### src/rtl/memctl_pkg.sv
// Shared codes and sizing helpers for the multi-outstanding memory controller.
`ifndef CLOG2
`define CLOG2(x) (((x) <= 1) ? 1 : $clog2(x))
`endif

package memctl_pkg;
  localparam logic [1:0] RW_IDLE  = 2'd0;
  localparam logic [1:0] RW_READ  = 2'd1;
  localparam logic [1:0] RW_WRITE = 2'd2;

  localparam logic OP_READ  = 1'b0;
  localparam logic OP_WRITE = 1'b1;

  function automatic int send_byte(int dwb, int awb);
    return dwb + awb + dwb / 8 + 1;
  endfunction
endpackage

### src/rtl/memctl_order_fifo.sv
// Port-id order FIFO: remembers which port owns each in-flight read so responses return in issue order.
module memctl_order_fifo #(
  parameter int W     = 2,
  parameter int DEPTH = 4
) (
  input  logic         i_clk,
  input  logic         i_rst,
  input  logic         i_push,
  input  logic [W-1:0] i_data,
  input  logic         i_pop,
  output logic [W-1:0] o_data,
  output logic         o_full,
  output logic         o_empty
);
  localparam int PW = `CLOG2(DEPTH);
  localparam int CW = `CLOG2(DEPTH + 1);

  logic [DEPTH-1:0][W-1:0] r_mem;
  logic [PW-1:0]           r_wptr, r_rptr;
  logic [CW-1:0]           r_cnt;
  logic                    w_push_ok, w_pop_ok;

  assign o_full    = (r_cnt == CW'(DEPTH));
  assign o_empty   = (r_cnt == '0);
  assign o_data    = r_mem[r_rptr];
  assign w_pop_ok  = i_pop && !o_empty;
  // A pop frees the head slot, so a full FIFO may still take a push that cycle.
  assign w_push_ok = i_push && (!o_full || w_pop_ok);

  always_ff @(posedge i_clk) begin
    if (i_rst) begin
      r_mem  <= '0;
      r_wptr <= '0;
      r_rptr <= '0;
      r_cnt  <= '0;
    end else begin
      if (w_push_ok) begin
        r_mem[r_wptr] <= i_data;
        r_wptr        <= (r_wptr == PW'(DEPTH - 1)) ? '0 : r_wptr + 1'b1;
      end
      if (w_pop_ok)
        r_rptr <= (r_rptr == PW'(DEPTH - 1)) ? '0 : r_rptr + 1'b1;
      case ({w_push_ok, w_pop_ok})
        2'b10:   r_cnt <= r_cnt + 1'b1;
        2'b01:   r_cnt <= r_cnt - 1'b1;
        default: r_cnt <= r_cnt;
      endcase
    end
  end
endmodule

### src/rtl/memory_controller_mo.sv
// Multi-outstanding port arbiter onto the memory packet link; reads return in issue order.
// MEMCTL_RR_ARB_EN selects round-robin arbitration, otherwise fixed priority (lowest port wins).
module memory_controller_mo
  import memctl_pkg::*;
#(
  parameter int  PORT_COUNT      = 4,
  parameter int  DATA_WIDTH_BYTE = 4,
  parameter int  ADDR_WIDTH_BYTE = 4,
  parameter int  MAX_OUTSTANDING = 4,
  localparam int DW = 8 * DATA_WIDTH_BYTE,
  localparam int AW = 8 * ADDR_WIDTH_BYTE,
  localparam int SB = send_byte(DATA_WIDTH_BYTE, ADDR_WIDTH_BYTE),
  localparam int SW = 8 * SB
) (
  input  logic                                CLK,
  input  logic                                RST,
  output logic                                send_flag,
  output logic [SW-1:0]                       send_data,
  output logic [4:0]                          send_length,
  input  logic                                sendable,
  output logic                                recv_flag,
  input  logic [SW-1:0]                       recv_data,
  input  logic                                receivable,
  input  logic [2*PORT_COUNT-1:0]             rw_flag_,
  input  logic [AW*PORT_COUNT-1:0]            addr_,
  input  logic [DW*PORT_COUNT-1:0]            write_data_,
  input  logic [DATA_WIDTH_BYTE*PORT_COUNT-1:0] write_mask_,
  output logic [DW*PORT_COUNT-1:0]            read_data_,
  output logic [PORT_COUNT-1:0]               busy,
  output logic [PORT_COUNT-1:0]               done,
  output logic                                proto_err
);
  localparam int PW  = `CLOG2(PORT_COUNT);
  localparam int WPK = 1 + DATA_WIDTH_BYTE + AW + DW;

  logic [PORT_COUNT-1:0]                      r_busy, r_sent, r_is_wr;
  logic [PORT_COUNT-1:0][AW-1:0]              r_addr;
  logic [PORT_COUNT-1:0][DW-1:0]              r_wdata, r_rdata;
  logic [PORT_COUNT-1:0][DATA_WIDTH_BYTE-1:0] r_mask;

  logic [PORT_COUNT-1:0] w_elig;
  logic [PW-1:0]         w_gnt, w_head;
  logic                  w_gnt_vld, w_push, w_pop, w_full, w_empty;
  logic                  w_unused_recv;

  assign w_unused_recv = ^recv_data[SW-1:DW];

  memctl_order_fifo #(.W(PW), .DEPTH(MAX_OUTSTANDING)) u_order (
    .i_clk  (CLK),
    .i_rst  (RST),
    .i_push (w_push),
    .i_data (w_gnt),
    .i_pop  (w_pop),
    .o_data (w_head),
    .o_full (w_full),
    .o_empty(w_empty)
  );

  assign w_pop      = receivable && !w_empty && !RST;
  assign recv_flag  = receivable && !RST;
  assign proto_err  = receivable && w_empty && !RST;
  assign w_push     = w_gnt_vld && !r_is_wr[w_gnt];
  assign busy       = r_busy;
  assign read_data_ = r_rdata;

`ifdef MEMCTL_RR_ARB_EN
  logic [PW-1:0] r_rr_ptr;

  function automatic int rr_idx(logic [PW-1:0] ptr, int i);
    int s;
    s = int'(ptr) + i;
    return (s >= PORT_COUNT) ? s - PORT_COUNT : s;
  endfunction

  always_ff @(posedge CLK) begin
    if (RST)            r_rr_ptr <= '0;
    else if (w_gnt_vld) r_rr_ptr <= (w_gnt == PW'(PORT_COUNT - 1)) ? '0 : w_gnt + 1'b1;
  end
`endif

  always_comb begin
    w_elig = '0;
    for (int p = 0; p < PORT_COUNT; p++)
      w_elig[p] = r_busy[p] && !r_sent[p] && (r_is_wr[p] || !w_full || w_pop);
    w_gnt = '0;
    // Scan from farthest to nearest so the last hit is the winner.
`ifdef MEMCTL_RR_ARB_EN
    for (int i = PORT_COUNT - 1; i >= 0; i--)
      if (w_elig[rr_idx(r_rr_ptr, i)]) w_gnt = PW'(rr_idx(r_rr_ptr, i));
`else
    for (int p = PORT_COUNT - 1; p >= 0; p--)
      if (w_elig[p]) w_gnt = PW'(p);
`endif
    w_gnt_vld = sendable && (|w_elig) && !RST;
  end

  always_comb begin
    send_flag   = w_gnt_vld;
    send_data   = '0;
    send_length = '0;
    done        = '0;
    if (w_gnt_vld) begin
      if (r_is_wr[w_gnt]) begin
        send_data[WPK-1:0] = {OP_WRITE, r_mask[w_gnt], r_addr[w_gnt], r_wdata[w_gnt]};
        send_length        = 5'(SB);
        done[w_gnt]        = 1'b1;
      end else begin
        send_data[AW:0] = {OP_READ, r_addr[w_gnt]};
        send_length     = 5'(ADDR_WIDTH_BYTE + 1);
      end
    end
    if (w_pop) done[w_head] = 1'b1;
  end

  always_ff @(posedge CLK) begin
    if (RST) begin
      r_busy  <= '0;
      r_sent  <= '0;
      r_is_wr <= '0;
      r_addr  <= '0;
      r_wdata <= '0;
      r_mask  <= '0;
      r_rdata <= '0;
    end else begin
      for (int p = 0; p < PORT_COUNT; p++) begin
        if (!r_busy[p] && (rw_flag_[2*p +: 2] == RW_READ || rw_flag_[2*p +: 2] == RW_WRITE)) begin
          r_busy[p]  <= 1'b1;
          r_sent[p]  <= 1'b0;
          r_is_wr[p] <= (rw_flag_[2*p +: 2] == RW_WRITE);
          r_addr[p]  <= addr_[AW*p +: AW];
          r_wdata[p] <= write_data_[DW*p +: DW];
          r_mask[p]  <= write_mask_[DATA_WIDTH_BYTE*p +: DATA_WIDTH_BYTE];
        end
      end
      // Writes retire on issue; reads stay busy until their response pops.
      if (w_gnt_vld) begin
        if (r_is_wr[w_gnt]) r_busy[w_gnt] <= 1'b0;
        else                r_sent[w_gnt] <= 1'b1;
      end
      if (w_pop) begin
        r_busy[w_head]  <= 1'b0;
        r_sent[w_head]  <= 1'b0;
        r_rdata[w_head] <= recv_data[DW-1:0];
      end
    end
  end
endmodule

### config.mk
export PLATFORM = sky130hd
export DESIGN_NAME = memory_controller_mo
export DESIGN_NICKNAME = d
export VERILOG_FILES = /design/src/rtl/memctl_pkg.sv /design/src/rtl/memctl_order_fifo.sv /design/src/rtl/memory_controller_mo.sv
export SDC_FILE = /design/constraint.sdc
export NUM_CORES = 1
export LEC_CHECK = 0
export CAP_MARGIN = 40
export CORE_AREA = 2 2 225 227
export DETAILED_ROUTE_END_ITERATION = 10
export DIE_AREA = 0 0 227 229
export HOLD_SLACK_MARGIN = 0.03
export REMOVE_ABC_BUFFERS = 1
export SKIP_CTS_REPAIR_TIMING = 1
export SYNTH_ARGS = -nofsm -noshare
export SYNTH_HDL_FRONTEND = slang
export SYNTH_HIERARCHICAL = 1
export SYNTH_SLANG_ARGS = --single-unit
### constraint.sdc
create_clock -name CLK -period 11.85 [get_ports CLK]
set_clock_uncertainty 0.2 [all_clocks]
set_input_delay 2.37 -clock CLK [delete_from_list [all_inputs] [get_ports CLK]]
set_output_delay 2.37 -clock CLK [all_outputs]
set_load 0.01 [all_outputs]
==> metrics <==
run status=completed; PwrDens=150 nW/um2; Total GRT Usage=26.7%; Overflow after GRT=0; WP data arrival=6.77 ns; yosys warns=6; Hold Path Class=reg -> reg; Post-Synth Adder-Cell Area=0.835%; WS Path Type=in -> out; Synth Area in Simple Gates=23.9%; maximum vdd ir drop=95.1 uV; # rows=82; register area=8550 um2; flop and latch count out of synthesis=427; First-pass DRT Iterations=6; WL/cell=21.2 um; DRT Wirelength=72,100 um; Worst Path Buf+Inv=5; H-tree levels=2; CTS Buf Count=48; setup violators final=0; Layout Nets=3,046; relative max-transition margin=35.6%; post-route ant nets=0; P&R area growth vs syn=42.5%; layout cell share with drive strength beyond 1=5.16%; clk_lat worst skew=0.57 ns; initial antenna violation count=21; Crit. End Element=primary output; Vert. Die Dim=229 um; Clock Sinks=427; Clock Tree Buf Depth=3; area of the multi-input gates=8000 um2; multiplexer share of the synthesized area=0.778%; Top delay family on crit path=buffers and inverters; P_leak=8.72 nW; synthesized area=17,400 um2; final number of max-transition violations=0; actual slew at the worst max-slew pin=0.967 ns; Avg Inst Size Synth=7.70 um2; clk root buf=clkbuf_16; CTS tree=done; Initial Utilization=35.0%; filler cell count=4,851; count of different cell masters after synthesis=53; crit-path cells=buf_8 > or3b_1 > inv_2 > o21ai_2 > nand2b_2 > buf_12 > buf_4 > o22ai_1 > nor3_1 > o2bb2ai_1 > clkdlybuf4s50_1; largest net degree at the start of global routing=206; Remaining DRCs=0; DRT iter0 DRCs=1,533; final hold vios=0; worst hold slack=0.253 ns; Die ar.=52,000 um2; largest family of logic cells by synthesized area=simple AND/OR/NAND/NOR gates; vias in the first global route=17,448; via count=18,033; overall power=3.72 mW; Fmax=0.107 GHz; crit start category=input pin; core footprint=49,700 um2; Crit path required time=9.28 ns; first-pass GRT wire length=106,000 um; non-filler cells, final=3,404; DP Cell Count=3,301; final RePlAce weighted congestion=0.863; # IOs=572; setup TNS=0 ns; Vias/cell=5.30; Tcrit/Tclk final=78.8%; placed wire-length estimate=46,100 um; Largest stage delay, worst path=0.62 ns; Period minus WS final=9.34 ns; crit path max-delay cell type=clkdlybuf4s50_1; Die Width=227 um; Compound-Gate Fraction of Synth Area=19.9%; Worst-path clk slew=0.06 ns; sequential area share after synthesis=49.2%; xor and xnor area share after synthesis=0.101%; Max Cap Violations=0; unrepaired setup endpoints after global routing=no; I/O Buffers=526; Mapped Cells=2,256; CP Max Fanout=136
[Yosys cell counts (all sizes together)]
cell / number / area (um2)
a2111oi: 4 / 72.6
a211oi: 1 / 7.51
a21o: 1 / 7.51
a21oi: 412 / 2060
a222oi: 4 / 40.0
a22oi: 4 / 30.0
a31o: 2 / 17.5
a31oi: 5 / 46.3
a32oi: 1 / 8.76
a41oi: 1 / 8.76
and2: 36 / 228
and3: 3 / 23.8
buf: 44 / 299
clkbuf: 150 / 563
conb: 1 / 3.75
dfxtp: 427 / 8550
fa: 1 / 20.0
ha: 10 / 125
inv: 15 / 56.3
mux2i: 9 / 90.1
mux4: 2 / 45.0
nand2: 820 / 3080
nand2b: 17 / 106
nand3: 6 / 30.0
nand4: 1 / 6.26
nand4b: 1 / 8.76
nor2: 47 / 176
nor2b: 8 / 50.1
nor3: 71 / 355
o21ai: 6 / 37.5
o221ai: 32 / 280
o22ai: 32 / 200
o2bb2ai: 32 / 280
o311ai: 1 / 8.76
o31ai: 3 / 32.5
o32a: 32 / 320
or2: 6 / 37.5
or3: 3 / 18.8
or3b: 2 / 17.5
or4b: 1 / 10.0
xor2: 2 / 17.5
[registers in the layout (all words and copies together), names as in the netlist]
signal,cells
read_data_,128
r_wdata,128
u_order/r_cnt,3
u_order/r_rptr,2
u_order/r_wptr,2
busy,4
r_sent,4
u_order/r_mem,8
r_is_wr,4
r_addr,128
r_mask,16
[cells by family (layout without fill, tap and decap cells)]
| group | Yosys count | after routing |
|---|---|---|
| AO/OA/AOI/OAI | 573 | 573 |
| XOR/XNOR | 2 | 2 |
| adder cells (fa/ha/maj) | 11 | 11 |
| buffers and inverters | 209 | 663 |
| flip-flops | 427 | 427 |
| multiplexers | 11 | 11 |
| other | 1 | 23 |
| AND/OR/NAND/NOR | 1022 | 1022 |
[report_power, final]
part / switching [mW] / leakage, nW / internal (mW)
Sequential: 0.0442 / 3.48 / 1.52
Combinational: 0.409 / 4.48 / 0.291
Clock: 0.604 / 0.753 / 0.860
Total: 1.06 / 8.72 / 2.67
[path summary, 6_finish.rpt]
kind / slack, ns / endpoint / cells past startpoint / startpoint
worst min register to register: 0.25 / read_data_[63] / 2 / read_data_[63]
worst max-delay path: 2.51 / send_data[8] / 11 / RST
worst min-delay path: 0.25 / read_data_[63] / 2 / read_data_[63]
worst max register to register: 7.60 / u_order/r_cnt[2] / 14 / u_order/r_cnt[2]
[area by class of cell]
class / instances / area share, %
inverters: 15 / 0.227
clock inverters: 11 / 0.485
flip-flops and latches: 427 / 34.5
diodes: 18 / 0.182
repair buffers: 563 / 23.2
multi-input cells: 1624 / 32.3
well taps: 672 / 3.40
clock buffers: 74 / 5.70
[metal layers]
layer / vias to the layer above / routed length (um) / GRT usage, %
li1: 8431 / - / -
met1: 8622 / 29000 / 33.1
met2: 805 / 34900 / 45.2
met3: 171 / 5020 / 3.99
met4: 4 / 3190 / 13.1
met5: - / 26 / 0
[worst min-delay path: cells and delay by family, from the launching register on]
family           cells  cell delay, ns
AO/OA/AOI/OAI        1            0.05
flip-flops           1            0.30
AND/OR/NAND/NOR      1            0.05
[metrics by stage]
stage / utilization [%] / setup WS [ns] / area [um2]
global placement: 46.2 / 2.23 / 22900
CTS: 49.8 / 2.53 / 24700
finish: 49.9 / 2.51 / 24800
global route: 49.9 / 2.30 / 24800
floorplan: - / 2.33 / 16500
detailed placement: 46.7 / 2.59 / 23200
[cell usage in the layout (no fill, tap or decap), drive strengths merged, types with 2 or more instances in the layout]
master / count
inv: 15
mux4: 2
a22oi: 4
and2: 36
mux2i: 9
or3b: 2
a2111oi: 4
nor2b: 8
clkbuf: 74
dfxtp: 427
or3: 3
o32a: 32
xor2: 2
o221ai: 32
nor3: 71
and3: 3
o22ai: 32
nand3: 6
o2bb2ai: 32
nand2b: 17
bufinv: 2
a31oi: 5
nor2: 47
a21oi: 412
a222oi: 4
o21ai: 6
o31ai: 3
a31o: 2
diode: 18
clkinv: 9
ha: 10
conb: 5
or2: 6
nand2: 820
clkdlybuf4s50: 525
buf: 38
Power figures use the tool's default switching activity.
